<file path="src/rtl/ps2_receiver.sv">
// -----------------------------------------------------------------------------
// ps2_receiver
//
// Receive-only PS/2 keyboard deserialiser. Converts the device-clocked 11-bit
// frame (start, 8 data bits LSB first, odd parity, stop) into a scan-code byte
// with a one-cycle data_rdy strobe for the downstream matrix decoder.
//
// Signal path:
//   raw pins -> SYNC_STAGES-deep synchronisers -> ps2_clk glitch filter
//   -> falling-edge detect -> frame FSM -> registered byte and strobes
//
// Optional feature (compile-time macro PS2_TIMEOUT_EN):
//   When defined, a partial frame that sees no falling edge for
//   TIMEOUT_CYCLES clk cycles is abandoned and reported on frame_err.
//   When undefined, a partial frame waits indefinitely.
// -----------------------------------------------------------------------------
module ps2_receiver #(
  parameter int SYNC_STAGES    = 2,
  parameter int FILTER_LEN     = 8,
  parameter int TIMEOUT_CYCLES = 20000
) (
  input  logic       clk,
  input  logic       reset,
  input  logic       ps2_clk,
  input  logic       ps2_data,
  output logic [7:0] data,
  output logic       data_rdy,
  output logic       parity_err,
  output logic       frame_err
);

  // Frame position. IDLE waits for a start bit; DATA collects eight bits;
  // PARITY and STOP each consume one bit.
  typedef enum logic [1:0] {
    IDLE   = 2'd0,
    DATA   = 2'd1,
    PARITY = 2'd2,
    STOP   = 2'd3
  } state_t;

  // Wide enough to hold FILTER_LEN itself.
  localparam int FCW = $clog2(FILTER_LEN + 1);

  // Synchronisers: bit 0 is the first stage, the MSB is the usable output.
  logic [SYNC_STAGES-1:0] clk_sync;
  logic [SYNC_STAGES-1:0] data_sync;
  logic                   sync_clk;
  logic                   sync_data;

  // Glitch filter.
  logic [FCW-1:0]         filt_cnt;
  logic                   clk_filt;
  logic                   filt_flip;
  logic                   fall_edge;

  // Frame FSM and datapath.
  state_t                 state;
  state_t                 state_next;
  logic [2:0]             bit_cnt;
  logic [7:0]             shift_reg;
  logic                   parity_bit;
  logic                   timeout_hit;

  // Strobe requests, registered into the outputs one cycle later.
  logic                   rdy_next;
  logic                   perr_next;
  logic                   ferr_next;

  assign sync_clk  = clk_sync[SYNC_STAGES-1];
  assign sync_data = data_sync[SYNC_STAGES-1];

  // Bring both asynchronous pins into the clk domain; idle level is high.
  // NOTE: clocked blocks use non-blocking assignments so every register in the
  // chain samples the value its neighbour held before the edge.
  always_ff @(posedge clk or posedge reset) begin
    if (reset) begin
      clk_sync  <= '1;
      data_sync <= '1;
    end else begin
      clk_sync  <= {clk_sync[SYNC_STAGES-2:0], ps2_clk};
      data_sync <= {data_sync[SYNC_STAGES-2:0], ps2_data};
    end
  end

  // The filtered clock only follows the synchronised clock once it has
  // disagreed for FILTER_LEN consecutive samples; any agreement restarts the
  // count, so short spikes on the line never produce an edge.
  assign filt_flip = (sync_clk != clk_filt) && (filt_cnt == FCW'(FILTER_LEN - 1));

  // A 1->0 flip of the filtered clock is the sampling point for ps2_data.
  assign fall_edge = filt_flip && clk_filt;

  // Glitch filter counter and filtered clock.
  always_ff @(posedge clk or posedge reset) begin
    if (reset) begin
      filt_cnt <= '0;
      clk_filt <= 1'b1;
    end else if (sync_clk == clk_filt) begin
      filt_cnt <= '0;
    end else if (filt_flip) begin
      filt_cnt <= '0;
      clk_filt <= ~clk_filt;
    end else begin
      filt_cnt <= filt_cnt + FCW'(1);
    end
  end

`ifdef PS2_TIMEOUT_EN
  localparam int TCW = $clog2(TIMEOUT_CYCLES + 1);

  logic [TCW-1:0] to_cnt;

  // The count reaches TIMEOUT_CYCLES in the cycle it would step past
  // TIMEOUT_CYCLES-1. A falling edge in that same cycle does not rescue the
  // frame: the abort takes priority in the FSM.
  assign timeout_hit = (state != IDLE) && (to_cnt == TCW'(TIMEOUT_CYCLES - 1));

  // Count idle clk cycles between falling edges of a frame in progress.
  always_ff @(posedge clk or posedge reset) begin
    if (reset) begin
      to_cnt <= '0;
    end else if ((state == IDLE) || fall_edge || timeout_hit) begin
      to_cnt <= '0;
    end else begin
      to_cnt <= to_cnt + TCW'(1);
    end
  end
`else
  assign timeout_hit = 1'b0;
`endif

  // FSM state register.
  always_ff @(posedge clk or posedge reset) begin
    if (reset) begin
      state <= IDLE;
    end else begin
      state <= state_next;
    end
  end

  // Next state and strobe requests; the FSM only moves on a filtered falling
  // edge or a timeout.
  // NOTE: every output of this block is given a default before the case so no
  // path leaves a signal unassigned, which would otherwise infer a latch.
  always_comb begin
    state_next = state;
    rdy_next   = 1'b0;
    perr_next  = 1'b0;
    ferr_next  = 1'b0;

    if (timeout_hit) begin
      state_next = IDLE;
      ferr_next  = 1'b1;
    end else if (fall_edge) begin
      unique case (state)
        IDLE: begin
          // A high sample in IDLE is just line noise or idle; ignore it.
          if (!sync_data) state_next = DATA;
        end
        DATA: begin
          if (bit_cnt == 3'd7) state_next = PARITY;
        end
        PARITY: begin
          state_next = STOP;
        end
        STOP: begin
          state_next = IDLE;
          // Stop-bit failure outranks parity failure; one strobe per frame.
          if (!sync_data) begin
            ferr_next = 1'b1;
          end else if ((^shift_reg) ^ parity_bit) begin
            rdy_next = 1'b1;
          end else begin
            perr_next = 1'b1;
          end
        end
        default: state_next = IDLE;
      endcase
    end
  end

  // Bit collection: shift LSB-first into bit 7, keep the parity bit aside.
  always_ff @(posedge clk or posedge reset) begin
    if (reset) begin
      bit_cnt    <= 3'd0;
      shift_reg  <= 8'h00;
      parity_bit <= 1'b0;
    end else if (timeout_hit) begin
      bit_cnt <= 3'd0;
    end else if (fall_edge) begin
      unique case (state)
        IDLE: begin
          bit_cnt <= 3'd0;
        end
        DATA: begin
          shift_reg <= {sync_data, shift_reg[7:1]};
          bit_cnt   <= bit_cnt + 3'd1;
        end
        PARITY: begin
          parity_bit <= sync_data;
        end
        default: begin
          bit_cnt <= bit_cnt;
        end
      endcase
    end
  end

  // Registered outputs: strobes last exactly one cycle, data only changes on
  // a frame that passed both the stop-bit and parity checks.
  always_ff @(posedge clk or posedge reset) begin
    if (reset) begin
      data       <= 8'h00;
      data_rdy   <= 1'b0;
      parity_err <= 1'b0;
      frame_err  <= 1'b0;
    end else begin
      data_rdy   <= rdy_next;
      parity_err <= perr_next;
      frame_err  <= ferr_next;
      if (rdy_next) data <= shift_reg;
    end
  end

endmodule

</file>
<file path="config.mk">
export PLATFORM = sky130hd
export DESIGN_NAME = ps2_receiver
export DESIGN_NICKNAME = d
export VERILOG_FILES = /design/src/rtl/ps2_receiver.sv
export SDC_FILE = /design/constraint.sdc
export NUM_CORES = 1
export LEC_CHECK = 0
export BUFFER_PORTS_ARGS = -buffer_cell sky130_fd_sc_hd__buf_2
export CAP_MARGIN = 25
export CELL_PAD_IN_SITES_DETAIL_PLACEMENT = 1
export CELL_PAD_IN_SITES_GLOBAL_PLACEMENT = 2
export CORE_MARGIN = 4
export CORE_UTILIZATION = 40
export DETAILED_ROUTE_END_ITERATION = 6
export PLACE_DENSITY = 0.86
export SYNTH_ARGS = -nofsm -noshare
export SYNTH_HDL_FRONTEND = slang
export SYNTH_SLANG_ARGS = --single-unit
</file>
<file path="constraint.sdc">
create_clock -name clk -period 2.85 [get_ports clk]
set_clock_uncertainty 0.2 [all_clocks]
set_input_delay 0 -clock clk [delete_from_list [all_inputs] [get_ports clk]]
set_output_delay 0 -clock clk [all_outputs]
set_load 0.005 [all_outputs]
</file>
==> results of run 1 <==
==> timing repair <==
action | CTS | global route
hold endpoints to repair | 36 | 0
buffers inserted | 0 | 0
hold buffers | 3 | 0
==> Yosys cell counts <==
cell      n  area (um^2)
o32a_1    1         10.0
inv_1     4         15.0
buf_2     1         5.00
a22o_1    2         17.5
xnor2_2   1         16.3
ha_1      7         87.6
nand3_1   3         15.0
nor2_1    5         18.8
o21ai_0   2         10.0
nor3_1    2         10.0
xor2_1    2         17.5
nor2b_1   2         12.5
xnor2_1   5         43.8
xnor3_1   1         22.5
mux2_2   20          225
nor2_4    1         11.3
and2_1    1         6.26
dfrtp_1  29          726
a21oi_1   2         10.0
nand2_1   3         11.3
nor4b_2   1         15.0
dfstp_2   5          131
==> cell families (layout without fill, tap and decap cells) <==
| logic type | after synthesis | in the layout | synth area share |
|---|---|---|---|
| flip-flops | 34 | 34 | 0.596 |
| multiplexers | 20 | 20 | 0.157 |
| AND/OR/NAND/NOR | 18 | 18 | 0.0696 |
| XOR/XNOR | 9 | 9 | 0.0696 |
| adder cells (fa/ha/maj) | 7 | 7 | 0.0609 |
| AO/OA/AOI/OAI | 7 | 7 | 0.0331 |
| buffers and inverters | 5 | 30 | 0.0139 |
==> layer usage <==
metal	wire length [um]	vias up	global-route usage
met5	0	-	0
met4	55	0	0.0744
met3	89	9	0.0394
met2	1320	16	0.221
met1	976	410	0.128
li1	-	396	-
==> critical path: cells and delay by family (launching register included) <==
family / cells / cell delay (ps)
AND/OR/NAND/NOR: 3 / 1080
flip-flops: 1 / 390
multiplexers: 1 / 390
adder cells (fa/ha/maj): 1 / 230
==> path summary, 6_finish.rpt <==
kind	depth (start not counted)	slack (ps)	endpoint	from
setup / recovery	5	460	shift_reg[1]	filt_cnt[0]
hold / removal	2	90	data_sync[0]	ps2_data
max in group asynchronous	4	2000	clk_sync[0]	reset
hold reg to reg	0	160	data_sync[1]	data_sync[0]
min in group asynchronous	4	120	shift_reg[0]	reset
setup reg to reg	5	460	shift_reg[1]	filt_cnt[0]
==> power by group <==
| group | total (W) | leakage [nW] | internal (W) | switching, W |
|---|---|---|---|---|
| Combinational | 0.0000683 | 0.353 | 0.0000342 | 0.0000341 |
| Sequential | 0.000538 | 0.455 | 0.000515 | 0.0000235 |
| Clock | 0.000458 | 0.0585 | 0.000297 | 0.000161 |
==> placed cells by master (no fill, tap or decap) <==
master / Yosys / routed
a21oi_1: 2 / 2
a22o_1: 2 / 2
and2_1: 1 / 1
buf_2: 1 / 14
buf_4: 0 / 1
bufinv_16: 0 / 2
clkbuf_4: 0 / 5
clkbuf_8: 0 / 1
dfrtp_1: 29 / 29
dfstp_2: 5 / 5
dlygate4sd3_1: 0 / 3
ha_1: 7 / 7
inv_1: 4 / 4
mux2_2: 20 / 20
nand2_1: 3 / 3
nand3_1: 3 / 3
nor2_1: 5 / 5
nor2_4: 1 / 1
nor2b_1: 2 / 2
nor3_1: 2 / 2
nor4b_2: 1 / 1
o21ai_0: 2 / 2
o32a_1: 1 / 1
xnor2_1: 5 / 5
xnor2_2: 1 / 1
xnor3_1: 1 / 1
xor2_1: 2 / 2
==> through the flow <==
stage	instances	setup slack, ps	cell area, um^2	power (W)	hold slack [ps]
2_1_floorplan	100	775	1440	0.000590	-196
3_3_place_gp	160	569	1570	0.000606	-95.7
3_5_place_dp	160	440	1570	0.000615	-92.4
4_1_cts	171	441	1710	0.00108	77.6
5_1_grt	171	317	1710	0.00112	79.9
6_report	171	461	1710	0.00106	92.8
==> cell type report <==
| class | count | area, um^2 |
|---|---|---|
| Timing Repair Buffer | 18 | 108 |
| Clock buffer | 6 | 51.3 |
| Clock inverter | 2 | 60.1 |
| Multi-Input combinational cell | 61 | 561 |
| Tap cell | 46 | 57.6 |
| Sequential cell | 34 | 857 |
| Inverter | 4 | 15.0 |
| Fill cell | 363 | 1710 |
==> impl_metrics.csv, run 1 <==
group,metric,value,unit
place,io_buffers,14,
timing,setup-tns-final,0,ps
floorplanning,initial_core_util,0.421,
run_status,status,"complete, no violations",
routing,routed_wl,2440,um
routing,wire_per_inst,14.2,um
grt,first_global_vias,922,
clock_tree,cts_tree,"yes",
final_layout,layout-drive-gt1-share,0.408,
clock_tree,clkSinkCount,34,
timing,hold_violations,0,
grt,grt_max_degree,35,
final_layout,syn_to_final_growth,18.9,%
routing,drc_errors,0,
setup_path,cp_data_arrival_time,2420,ps
timing,period_minus_slack,2390,ps
yosys,syn-num-nets,111,
floorplanning,ioPinCount,15,
yosys,postSynthCellCount,100,
setup_path,end_kind,"flop",
clock_tree,htree_levels,2,
clock_tree,clock-root-buffer,"clkbuf_4",
yosys,seq_area_frac_synth,0.596,
grt,grt_pass1_wl,4090,um
grt,overflow,0,
yosys,ys_warn_count,0,
yosys,synth_cell_type_count,22,
routing,drtIter0Drc,11,
pwr,power_density,623,nW/um^2
final_layout,antenna_cells,0,
routing,dr_total_vias,831,
timing,rsz0062_at_grt,"no",
floorplanning,die_h,68.0,um
floorplanning,core,3420,um^2
timing,fmax,0.419,GHz
floorplanning,floorplan.die_area,4620,um^2
timing,drv_slew,0,
final_layout,final_core_util,0.500,
clock_tree,post_cts_resized,0,
setup_path,cp_cell_sequence,"ha_1 > nand2_1 > nor4b_2 > and2_1 > mux2_2",
timing,finalSetupViolCount,0,
yosys,avgSynthCellArea,14.4,um^2
place,dp_hpwl,1790,um
timing,fin_crit_sh,0.838,
pwr,p_leak,0.866,nW
clock_tree,clock_path_buffers,2,
setup_path,max_stage_delay,490,ps
setup_path,required,2880,ps
place,routabilityCongestion,0.661,
grt,grt_use_total,0.125,
routing,postRouteAntennaNets,0,
grt,antenna_found_initial,0,
setup_path,crit_slowest_cell,"nor4b_2",
setup_path,start_kind,"flop",
yosys,ys_ff_latch,34,
routing,via_per_inst,4.86,
clock_tree,clk_latency,340,ps
setup_path,worst-path-max-fanout,11,
pwr,ir_drop,0.000272,V
clock_tree,cts_buffers,5,
timing,slew-limit-headroom,0.640,
clock_tree,clk_pin_slew_worst_paths,110,ps
routing,drtPass1Iterations,2,
floorplanning,fp.dieW,68.0,um
flow_run,drv_cap,0,
floorplanning,core.rowCount,21,
final_layout,layout.nets,135,
setup_path,crit_type,"flop to flop",
timing,worst_pin_slew,539,ps
worst_hold_path,hp-class,"input port to flop",
yosys,syn-cell-area,1440,um^2
No activity file was read; power rests on OpenSTA's default activity.
==> inputs of run 2 (changes only) <==
==> constraint.sdc (replaced) <==
create_clock -name clk -period 2.45 [get_ports clk]
set_clock_uncertainty 0.2 [all_clocks]
set_input_delay 0 -clock clk [delete_from_list [all_inputs] [get_ports clk]]
set_output_delay 0 -clock clk [all_outputs]
set_load 0.005 [all_outputs]
==> run 2 against run 1 <==
Maximum frequency grew 6.9%; first-iteration DRC count grew to 2.5 times the previous value; cell area shrank 2.2%; register-to-register slack lost 250 ps; largest power group unchanged.
==> impl_metrics.csv, run 2 (synthesis results as in run 1) <==
group,metric,value,unit
routing,dr_total_vias,844,
floorplanning,initial_core_util,0.421,
final_layout,fin_area,1670,um^2
clock_tree,cts_setup_buffers,0,
routing,routed_wl,2560,um
clock_tree,clock_path_buffers,2,
setup_path,r2r_start,"filt_cnt[0]",
routing,drtPass1Iterations,3,
timing,setup-tns-final,0,ps
final_layout,fillers,366,
routing,via_per_inst,4.88,
routing,postRouteAntennaNets,0,
clock_tree,htree_levels,2,
grt,antenna_found_initial,0,
final_layout,layout.nets,137,
final_layout,antenna_cells,0,
routing,drtIter0Drc,28,
grt,grt-busiest-layer,"met2",
setup_path,cp_data_arrival_time,2260,ps
timing,fin_crit_sh,0.912,
timing,drv_slew,0,
floorplanning,core,3420,um^2
grt,overflow,0,
routing,wire_per_inst,14.8,um
timing,hold_violations,0,
pwr,p_leak,0.851,nW
setup_path,reg2reg_to,"shift_reg[7]",
setup_path,end_kind,"flop",
floorplanning,die_h,68.0,um
final_layout,final_cell_mix,"29 x dfrtp_1, 20 x mux2_2, 14 x buf_2",
timing,fmax,0.447,GHz
grt,grt_use_total,0.135,
setup_path,worstSetupEndpoint,"shift_reg[7]",
timing,period_minus_slack,2230,ps
setup_path,required,2470,ps
place,routabilityCongestion,0.708,
timing,worst_pin_slew,474,ps
clock_tree,clk_pin_slew_worst_paths,100,ps
place,dp_hpwl,1840,um
pwr,ir_drop,0.000267,V
clock_tree,clock-root-buffer,"clkbuf_4",
clock_tree,hold_buffers,3,
run_status,status,"complete, no violations",
pwr,power_density,611,nW/um^2
routing,drc_errors,0,
grt,grtUsageMet1,0.159,
timing,slew-limit-headroom,0.684,
clock_tree,clk_latency,330,ps
grt,grt_max_degree,35,
floorplanning,core.rowCount,21,
final_layout,final_common_cell,"dfrtp_1",
setup_path,start_kind,"flop",
clock_tree,clkSinkCount,34,
worst_hold_path,hold_start,"ps2_data",
final_layout,layout-drive-gt1-share,0.402,
final_layout,syn_to_final_growth,16.3,%
grt,grt_pass1_wl,4470,um
place,place_area,1580,um^2
place,io_buffers,14,
setup_path,worst-path-max-fanout,10,
grt,use_met3,0.0558,
clock_tree,post_cts_resized,0,
grt,met2_usage,0.221,
setup_path,ff2ff_setup_slack,220,ps
flow_run,drv_cap,0,
clock_tree,cts_buffers,5,
clock_tree,cts_tree,"yes",
setup_path,crit_start,"filt_cnt[0]",
floorplanning,floorplan.die_area,4620,um^2
floorplanning,ioPinCount,15,
timing,finalSetupViolCount,0,
timing,rsz0062_at_grt,"no",
setup_path,crit_type,"flop to flop",
grt,first_global_vias,895,
worst_hold_path,hp-class,"input port to flop",
floorplanning,fp.dieW,68.0,um
final_layout,final_core_util,0.489,
setup_path,r2r_cells,6,
[run 2: cell types whose count changed in the layout (fill, tap and decap cells not counted), sizes merged]
| cell | delta |
|---|---|
| clkbuf | +2 |
| buf | +2 |
| bufinv | -2 |
[run 2: layout make-up]
class	instances	area, um^2	area share
clock buffer	8	58.8	0.0352
inverter	4	15.0	0.00898
multi-input combinational	61	561	0.335
sequential	34	857	0.513
tap	46	57.6	0.0344
timing repair buffer	20	123	0.0734
[run 2: critical path: stages, from the launching register on]
cell     delay, ps
dfrtp_1        380
ha_1           220
nand2_1        100
nor4b_2        220
buf_4          180
and2_1         430
mux2_2         400
[run 2: worst min path at each step]
stage / cells past startpoint / slack [ps] / end
2_1_floorplan: 0 / -200 / clk_sync[0]
4_1_cts: 2 / 90 / data_sync[0]
6_report: 2 / 110 / data_sync[0]
3_3_place_gp: 3 / -90 / filt_cnt[0]
5_1_grt: 2 / 100 / data_sync[0]
3_5_place_dp: 1 / -90 / clk_sync[0]
[run 2: where the power goes]
| group | switching, W | leakage (nW) | internal (W) | total, W |
|---|---|---|---|---|
| logic | 0.0000390 | 0.364 | 0.0000398 | 0.0000789 |
| clock network | 0.000179 | 0.0326 | 0.000142 | 0.000321 |
| registers | 0.0000233 | 0.455 | 0.000599 | 0.000622 |
[run 2: metrics by stage]
stage / total power, W / instances / worst slack, ps / hold slack [ps]
6_report: 0.00102 / 173 / 215 / 110
5_1_grt: 0.00108 / 173 / 49.4 / 100
4_1_cts: 0.00103 / 173 / 184 / 90.7
3_5_place_dp: 0.000710 / 162 / 205 / -92.4
3_3_place_gp: 0.000703 / 162 / 243 / -94.8
2_1_floorplan: 0.000687 / 100 / 375 / -196
[run 2: metal layers]
metal	share of wire	wire length, um	up-vias
met3	0.046	119	5
li1	-	-	395
met1	0.43	1110	429
met2	0.51	1300	15
met5	0	0	-
met4	0.014	37	0
==> inputs of run 3 (changes only) <==
--- a/config.mk
+++ b/config.mk
@@ -12,7 +12,8 @@
 export CORE_MARGIN = 4
 export CORE_UTILIZATION = 40
 export DETAILED_ROUTE_END_ITERATION = 6
-export PLACE_DENSITY = 0.86
+export PLACE_DENSITY = 0.75
+export SETUP_SLACK_MARGIN = 0.3
 export SYNTH_ARGS = -nofsm -noshare
 export SYNTH_HDL_FRONTEND = slang
 export SYNTH_SLANG_ARGS = --single-unit
==> run 3 against run 2 <==
Cell area grew 8.4%; hold slack got worse by 2.8 ps; via count increased by 1.2%; register-to-register slack gained 130 ps; wire length grew 0.82%; utilization increased by 4.1 points; first-iteration DRC count rose by 39%; non-clock buffer count grew 9; clock power is essentially flat; sequential power about the same; die area unchanged; critical path type unchanged; highest routed layer unchanged.
==> impl_metrics.csv, run 3 (synthesis results as in run 1) <==
group,metric,value,unit
run_status,status,"complete, no violations",
setup_path,ff2ff_setup_slack,350,ps
pwr,pwr-share-clk,0.308,
place,io_buffers,14,
setup_path,crit_type,"flop to flop",
timing,slew-limit-headroom,0.723,
floorplanning,core,3420,um^2
timing,fmax,0.476,GHz
pwr,power_switching,0.000251,W
final_layout,antenna_cells,0,
final_layout,syn_to_final_growth,26.0,%
routing,wire_per_inst,14.2,um
timing,worst_pin_slew,416,ps
setup_path,r2r_cells,6,
grt,grt_max_degree,35,
clock_tree,clk_pin_slew_worst_paths,100,ps
setup_path,reg2reg_to,"data[7]",
grt,grt_use_total,0.129,
place,place_area,1580,um^2
routing,postRouteAntennaNets,0,
final_layout,fillers,349,
grt,first_global_vias,915,
routing,drc_errors,0,
floorplanning,initial_core_util,0.421,
timing,drv_slew,0,
floorplanning,fp.dieW,68.0,um
final_layout,final_common_cell,"dfrtp_1",
routing,routed_wl,2580,um
final_layout,multiInputGateArea,619,um^2
pwr,seqPwrFrac,0.598,
routing,drtPass1Iterations,4,
setup_path,required,2480,ps
pwr,power.share.switching,0.240,
place,routabilityCongestion,0.657,
clock_tree,clkSinkCount,34,
grt,grt_pass1_wl,4240,um
routing,drtIter0Drc,39,
clock_tree,htree_levels,2,
timing,fin_crit_sh,0.858,
routing,via_per_inst,4.69,
setup_path,r2r_start,"shift_reg[1]",
flow_run,drv_cap,0,
floorplanning,floorplan.die_area,4620,um^2
timing,layout_setup_ws,349,ps
place,dp_slack,238,ps
pwr,combPwrFrac,0.094,
final_layout,final_cell_mix,"29 x dfrtp_1, 16 x mux2_2, 14 x buf_2",
routing,dr_total_vias,854,
pwr,ir_drop,0.000378,V
floorplanning,ioPinCount,15,
setup_path,end_kind,"flop",
setup_path,worst-path-max-fanout,8,
timing,hold_violations,0,
floorplanning,core.rowCount,21,
pwr,power_density,576,nW/um^2
place,dp_hpwl,1630,um
pwr,p_int,0.000793,W
timing,finalSetupViolCount,0,
worst_hold_path,hp-class,"input port to asynchronous set/reset pin",
clock_tree,cts_buffers,5,
timing,period_minus_slack,2100,ps
final_layout,ff_latch_area,857,um^2
clock_tree,clock_path_buffers,2,
final_layout,layout.nets,146,
floorplanning,die_h,68.0,um
setup_path,crit_start,"shift_reg[1]",
final_layout,fin_area,1810,um^2
timing,whs,107,ps
timing,rsz0062_at_grt,"yes",
setup_path,cp_data_arrival_time,2130,ps
pwr,p_leak,0.907,nW
timing,setup-tns-final,0,ps
grt,overflow,0,
setup_path,start_kind,"flop",
clock_tree,clock-root-buffer,"clkbuf_4",
clock_tree,clk_latency,330,ps
grt,antenna_found_initial,0,
clock_tree,cts_tree,"yes",
final_layout,layout-drive-gt1-share,0.500,
## run 3: metal layers
metal | track usage | part of all wire | vias to the layer above
met5 | 0 | 0 | -
met1 | 0.162 | 0.46 | 424
met4 | 0.0596 | 0.019 | 0
met2 | 0.189 | 0.49 | 13
met3 | 0.0591 | 0.040 | 5
li1 | - | - | 412
## run 3: worst max-delay path by stage
stage	to	depth (start not counted)
global route	data[5]	8
finish	data[7]	6
CTS	data[7]	7
detailed placement	shift_reg[2]	6
global placement	data[2]	5
floorplan	shift_reg[0]	6
## run 3: repair_timing
action,in CTS,in global routing
pin swaps,2,4
endpoints found under the hold margin,36,0
gates resized for setup,3,12
setup buffers,3,6
endpoints found under the setup margin,16,17
hold buffers,3,0
## run 3: metrics by stage
| step | utilization | std cells | total power (W) |
|---|---|---|---|
| final | 0.530 | 182 | 0.00104 |
| after global routing | 0.530 | 182 | 0.00111 |
| after CTS | 0.500 | 176 | 0.00105 |
| after detailed placement | 0.463 | 162 | 0.000707 |
| after global placement | 0.463 | 162 | 0.000704 |
| after floorplan | - | 100 | 0.000687 |
## run 3: critical path, cell delays in order (launching register included)
cell and delay, ps:
dfrtp_1 410, xnor2_1 160, xnor3_1 440, xnor2_2 180, nor2_4 140, buf_12 140, mux2_2 330
## run 3: layout make-up
type | instances | share of cell area
Inverter | 4 | 0.00829
Clock buffer | 7 | 0.0304
Sequential cell | 34 | 0.473
Multi-Input combinational cell | 61 | 0.342
Timing Repair Buffer | 29 | 0.112
Tap cell | 46 | 0.0318
Clock inverter | 1 | 0.00276
## run 3: power by group through the flow
stage / logic [W] / clock network [W] / registers (W)
6_report: 0.0000979 / 0.000321 / 0.000625
2_1_floorplan: 0.0000594 / 0 / 0.000627
4_1_cts: 0.0000922 / 0.000333 / 0.000622
5_1_grt: 0.000115 / 0.000368 / 0.000629
3_3_place_gp: 0.0000725 / 0 / 0.000632
3_5_place_dp: 0.0000741 / 0 / 0.000633
